`src/rtl/bsg_chip_mem_link_arbiter.sv`:
```
`default_nettype none
// +----------------------------------------------------------------------------+
// | bsg_chip_mem_link_arbiter: round-robin share of the off-chip memory link    |
// | between core and I/O command streams, with in-order response steering.      |
// | Revision: 1.0                                                                |
// +----------------------------------------------------------------------------+
module bsg_chip_mem_link_arbiter #(
    parameter int msg_width_p       = 128,
    parameter int outstanding_els_p = 8
) (
    input  logic                   clk_i,
    input  logic                   reset_i,

    input  logic [msg_width_p-1:0] mem_cmd_i,
    input  logic                   mem_cmd_v_i,
    output logic                   mem_cmd_yumi_o,

    input  logic [msg_width_p-1:0] io_cmd_i,
    input  logic                   io_cmd_v_i,
    output logic                   io_cmd_yumi_o,

    output logic [msg_width_p-1:0] link_cmd_o,
    output logic                   link_cmd_v_o,
    input  logic                   link_cmd_ready_i,

    input  logic [msg_width_p-1:0] link_resp_i,
    input  logic                   link_resp_v_i,
    output logic                   link_resp_yumi_o,

    output logic [msg_width_p-1:0] mem_resp_o,
    output logic                   mem_resp_v_o,
    input  logic                   mem_resp_ready_i,

    output logic [msg_width_p-1:0] io_resp_o,
    output logic                   io_resp_v_o,
    input  logic                   io_resp_ready_i,

    output logic                   error_o
);

    localparam int CNT_W = $clog2(outstanding_els_p + 1);
    localparam int PTR_W = $clog2(outstanding_els_p);
    localparam logic [CNT_W-1:0] C_MAX_COUNT = CNT_W'(outstanding_els_p);
    localparam logic [PTR_W-1:0] C_LAST_PTR  = PTR_W'(outstanding_els_p - 1);

    logic [msg_width_p-1:0]       cmd_data_q, cmd_data_d;
    logic                         cmd_v_q, cmd_v_d;
    logic                         last_q, last_d;
    logic [outstanding_els_p-1:0] tags_q, tags_d;
    logic [PTR_W-1:0]             wptr_q, wptr_d, rptr_q, rptr_d;
    logic [CNT_W-1:0]             count_q, count_d;
    logic                         error_q, error_d;

    logic reg_free, grant_en, grant_mem, grant_io, grant;
    logic have_tag, head_src, pop;

    function automatic logic [PTR_W-1:0] ptr_inc(input logic [PTR_W-1:0] p);
        return (p == C_LAST_PTR) ? '0 : p + 1'b1;
    endfunction

    // Grant path: tie goes to the source that did not win last time.
    // Gated by reset so no command is consumed while state is being cleared.
    always_comb begin
        reg_free  = ~cmd_v_q | link_cmd_ready_i;
        grant_en  = reg_free & (count_q < C_MAX_COUNT) & ~reset_i;
        grant_mem = grant_en & mem_cmd_v_i & (~io_cmd_v_i | last_q);
        grant_io  = grant_en & io_cmd_v_i & (~mem_cmd_v_i | ~last_q);
        grant     = grant_mem | grant_io;
    end

    assign mem_cmd_yumi_o = grant_mem;
    assign io_cmd_yumi_o  = grant_io;
    assign link_cmd_o     = cmd_data_q;
    assign link_cmd_v_o   = cmd_v_q;
    assign error_o        = error_q;

    // Responses come back in command order, so the FIFO head names the owner.
    always_comb begin
        have_tag         = (count_q != '0);
        head_src         = tags_q[rptr_q];
        mem_resp_v_o     = link_resp_v_i & have_tag & ~head_src;
        io_resp_v_o      = link_resp_v_i & have_tag & head_src;
        pop              = (mem_resp_v_o & mem_resp_ready_i) | (io_resp_v_o & io_resp_ready_i);
        link_resp_yumi_o = pop;
    end

    assign mem_resp_o = link_resp_i;
    assign io_resp_o  = link_resp_i;

    always_comb begin
        cmd_data_d = cmd_data_q;
        cmd_v_d    = cmd_v_q;
        last_d     = last_q;
        tags_d     = tags_q;
        wptr_d     = wptr_q;
        rptr_d     = rptr_q;
        count_d    = count_q;
        error_d    = error_q | (link_resp_v_i & ~have_tag);

        if (grant) begin
            cmd_v_d        = 1'b1;
            cmd_data_d     = grant_io ? io_cmd_i : mem_cmd_i;
            last_d         = grant_io;
            tags_d[wptr_q] = grant_io;
            wptr_d         = ptr_inc(wptr_q);
        end else if (link_cmd_ready_i) begin
            cmd_v_d = 1'b0;
        end

        if (pop) begin
            rptr_d = ptr_inc(rptr_q);
        end

        case ({grant, pop})
            2'b10:   count_d = count_q + 1'b1;
            2'b01:   count_d = count_q - 1'b1;
            default: count_d = count_q;
        endcase
    end

    always_ff @(posedge clk_i or posedge reset_i) begin
        if (reset_i) begin
            cmd_data_q <= '0;
            cmd_v_q    <= 1'b0;
            last_q     <= 1'b1;
            tags_q     <= '0;
            wptr_q     <= '0;
            rptr_q     <= '0;
            count_q    <= '0;
            error_q    <= 1'b0;
        end else begin
            cmd_data_q <= cmd_data_d;
            cmd_v_q    <= cmd_v_d;
            last_q     <= last_d;
            tags_q     <= tags_d;
            wptr_q     <= wptr_d;
            rptr_q     <= rptr_d;
            count_q    <= count_d;
            error_q    <= error_d;
        end
    end

endmodule
`default_nettype wire

```
`config.mk`:
```
export PLATFORM = sky130hd
export DESIGN_NAME = bsg_chip_mem_link_arbiter
export DESIGN_NICKNAME = d
export VERILOG_FILES = /design/src/rtl/bsg_chip_mem_link_arbiter.sv
export SDC_FILE = /design/constraint.sdc
export NUM_CORES = 1
export LEC_CHECK = 0
export ABC_AREA = 1
export ABC_CLOCK_PERIOD_IN_PS = 9200
export CORE_AREA = 2 2 308 310
export CTS_CLUSTER_DIAMETER = 80
export DETAILED_ROUTE_END_ITERATION = 8
export DIE_AREA = 0 0 310 312
export GPL_TIMING_DRIVEN = 0
export SKIP_CTS_REPAIR_TIMING = 1
export SLEW_MARGIN = 20
export SYNTH_ARGS = -nofsm -noshare
export SYNTH_HDL_FRONTEND = slang
export SYNTH_SLANG_ARGS = --single-unit
```
`constraint.sdc`:
```
create_clock -name clk_i -period 9.2 [get_ports clk_i]
set_input_delay 2.3 -clock clk_i [delete_from_list [all_inputs] [get_ports clk_i]]
set_output_delay 2.3 -clock clk_i [all_outputs]
set_load 0.01 [all_outputs]
```
==> impl_metrics.json <==
{
  "vias": 9755,
  "cts_buffer_depth": 2,
  "dp_hpwl_um": 46300,
  "synth.area.top_cells": "dfrtp_1, buf_4, nand2_1",
  "synth_cell_types": 26,
  "grt_pass1_vias": 9829,
  "ys_dominant_reg_cell": "dfrtp_1",
  "regToRegSetupSlack_ns": 6.25,
  "antenna_found_initial": 10,
  "io_pins": 783,
  "yosysTopAreaCellShare_pct": 41.8,
  "grt_use_total_pct": 11.0,
  "wl_per_cell_um": 18.1,
  "min_to": "tags_q[0]",
  "yosys.area.top_type": "dfrtp_1",
  "cts_tree": "done",
  "cts_root_buffer": "clkbuf_16",
  "clock.fmax_mhz": 144,
  "synth_seq_cells": 149,
  "hp-class": "reg -> reg",
  "cp_data_arrival_time_ns": 4.66,
  "postSynthCellCount": 1100,
  "fin_crit_sh_pct": 75.6,
  "dr.pass1.iters": 5,
  "crit_required_ns": 6.90,
  "final_core_util_pct": 18.9,
  "cellPowerDensity_nw_per_um2": 222,
  "max_cap_violations": 0,
  "nets": 2174,
  "insertion_delay_ns": 0.50,
  "vias_per_cell": 3.21,
  "ys_seq_area_share_pct": 42.1,
  "place.port_buffers": 654,
  "n_antenna_cell": 0,
  "drt_iter0_markers": 502,
  "area_growth_pct": 99.0,
  "rr_endpoint": "count_q[3]",
  "wl_met3_um": 4780,
  "hold_violations": 0,
  "yosysMostFrequentCell": "buf_4",
  "max_slew_margin_pct": 56.0,
  "die_x_um": 310,
  "path_class": "in -> out",
  "final_antenna_net_count": 0,
  "hold_depth": 2,
  "drc": 0,
  "cp-start-kind": "input port",
  "grt-ovfl-total": 0,
  "finClkSkew_ns": 0.00908,
  "layout.cells.non_filler": 3041,
  "rsz0062_at_grt": "false",
  "fin_tns_setup_ns": 0,
  "yosysWarnings": 0,
  "fin_area_sq_um": 17600,
  "rows": 112,
  "cts-buffers-inserted": 17,
  "async_reset_ff_share_pct": 100,
  "drive_gt1_share_pct": 19.9,
  "dpl_cell_area_sq_um": 17000,
  "p_leak_nw": 7.37,
  "die_h_um": 312,
  "routed_wl_um": 55200,
  "cts.sinks": 149,
  "r2r_start": "last_q",
  "wl_met1_um": 23100,
  "total_power_mw": 3.91,
  "crit_path_start": "reset_i",
  "htreeDepth": 4,
  "core_sq_um": 93000,
  "gp_congestion": 0.803,
  "hp-start": "tags_q[0]",
  "dieArea_sq_um": 96700,
  "end_kind": "output pin",
  "synth.avg_cell_area_sq_um": 8.05,
  "initial_core_util_pct": 9.51,
  "status": "finished clean",
  "crit_fanout": 10,
  "setup_violations": 0,
  "synth_common_cells": "buf_4, nand2_1, dfrtp_1, nor2_1, a31oi_1",
  "clk_pin_slew_worst_paths_ns": 0.07,
  "grt_max_degree": 77,
  "placed_cells": 3009,
  "rr_worst_depth": 13,
  "synth_edf_count": 0,
  "worst_pin_slew_ns": 0.660,
  "syn-cell-area_sq_um": 8850,
  "synth_nets": 1500,
  "highest_layer": "met5",
  "grt_pass1_wl_um": 73500,
  "slew_violations": 0,
  "fin_crit_ns": 6.96,
  "dr_wl_met2_um": 25300,
  "max-vdd-ir-drop_v": 0.000152
}
registers in the layout, indices dropped and copies added, names as in the netlist:
name / count
rptr_q: 3
count_q: 4
tags_q: 8
link_cmd_o: 128
error_o: 1
wptr_q: 3
last_q: 1
link_cmd_v_o: 1
critical path, stage by stage:
cell             delay, ns
clkdlybuf4s50_1       0.52
nor2_2                0.21
nand3_2               0.14
inv_2                 0.16
buf_4                 0.36
buf_2                 0.35
clkdlybuf4s50_1       0.60
area by class of cell:
cell class	instances	area, sq um
clock inverters	15	184
fillers	10474	75400
multi-input cells	609	2780
inverters	29	116
plain buffers	313	2230
clock buffers	17	425
flip-flops and latches	149	3730
well taps	1254	1570
repair buffers	655	6570
through the flow:
step,worst slack [ns],hold slack (ns)
after floorplan,2.89,0.453
after global routing,2.08,0.513
after CTS,2.12,0.493
after global placement,-0.431,0.469
final,2.24,0.485
after detailed placement,2.13,0.475
cells by family after synthesis:
logic type | synth area share, %
AND/OR/NAND/NOR | 16.8
buffers and inverters | 26.5
AO/OA/AOI/OAI | 13.0
flip-flops | 42.1
adder cells (fa/ha/maj) | 1.22
XOR/XNOR | 0.297
placed cells by master, fill, tap and decap left out, drive strengths merged:
master           n
nor2           136
ha               7
nand2          230
dfrtp          148
buf            313
bufinv           2
nand3           20
a21boi           1
inv             39
a41o             1
nand4            1
fa               1
clkinv           1
clkdlybuf4s50  654
a31oi           69
o21ai           76
xor2             2
xnor2            1
a21oi           64
dfstp            1
clkinvlp         2
clkbuf          18
layer usage:
layer,vias to the layer above,global-route usage [%]
li1,4652,-
met1,4564,13.2
met2,481,17.6
met3,56,3.76
met4,2,5.32
met5,-,0
power breakdown:
part | switching [mW] | total (mW) | internal [mW]
Sequential | 0.208 | 1.18 | 0.969
Combinational | 0.941 | 1.95 | 1.00
Clock | 0.380 | 0.792 | 0.412
Total | 1.53 | 3.91 | 2.39
how the worst max path moves through the flow:
| stage | slack, ns | cells past startpoint | endpoint |
|---|---|---|---|
| floorplan | 2.89 | 1 | count_q[0] |
| global placement | -0.43 | 2 | link_cmd_o[11] |
| detailed placement | 2.13 | 7 | io_cmd_yumi_o |
| CTS | 2.12 | 7 | io_cmd_yumi_o |
| global route | 2.08 | 8 | io_cmd_yumi_o |
| finish | 2.24 | 7 | io_cmd_yumi_o |
(Power assumes the default switching activity.)
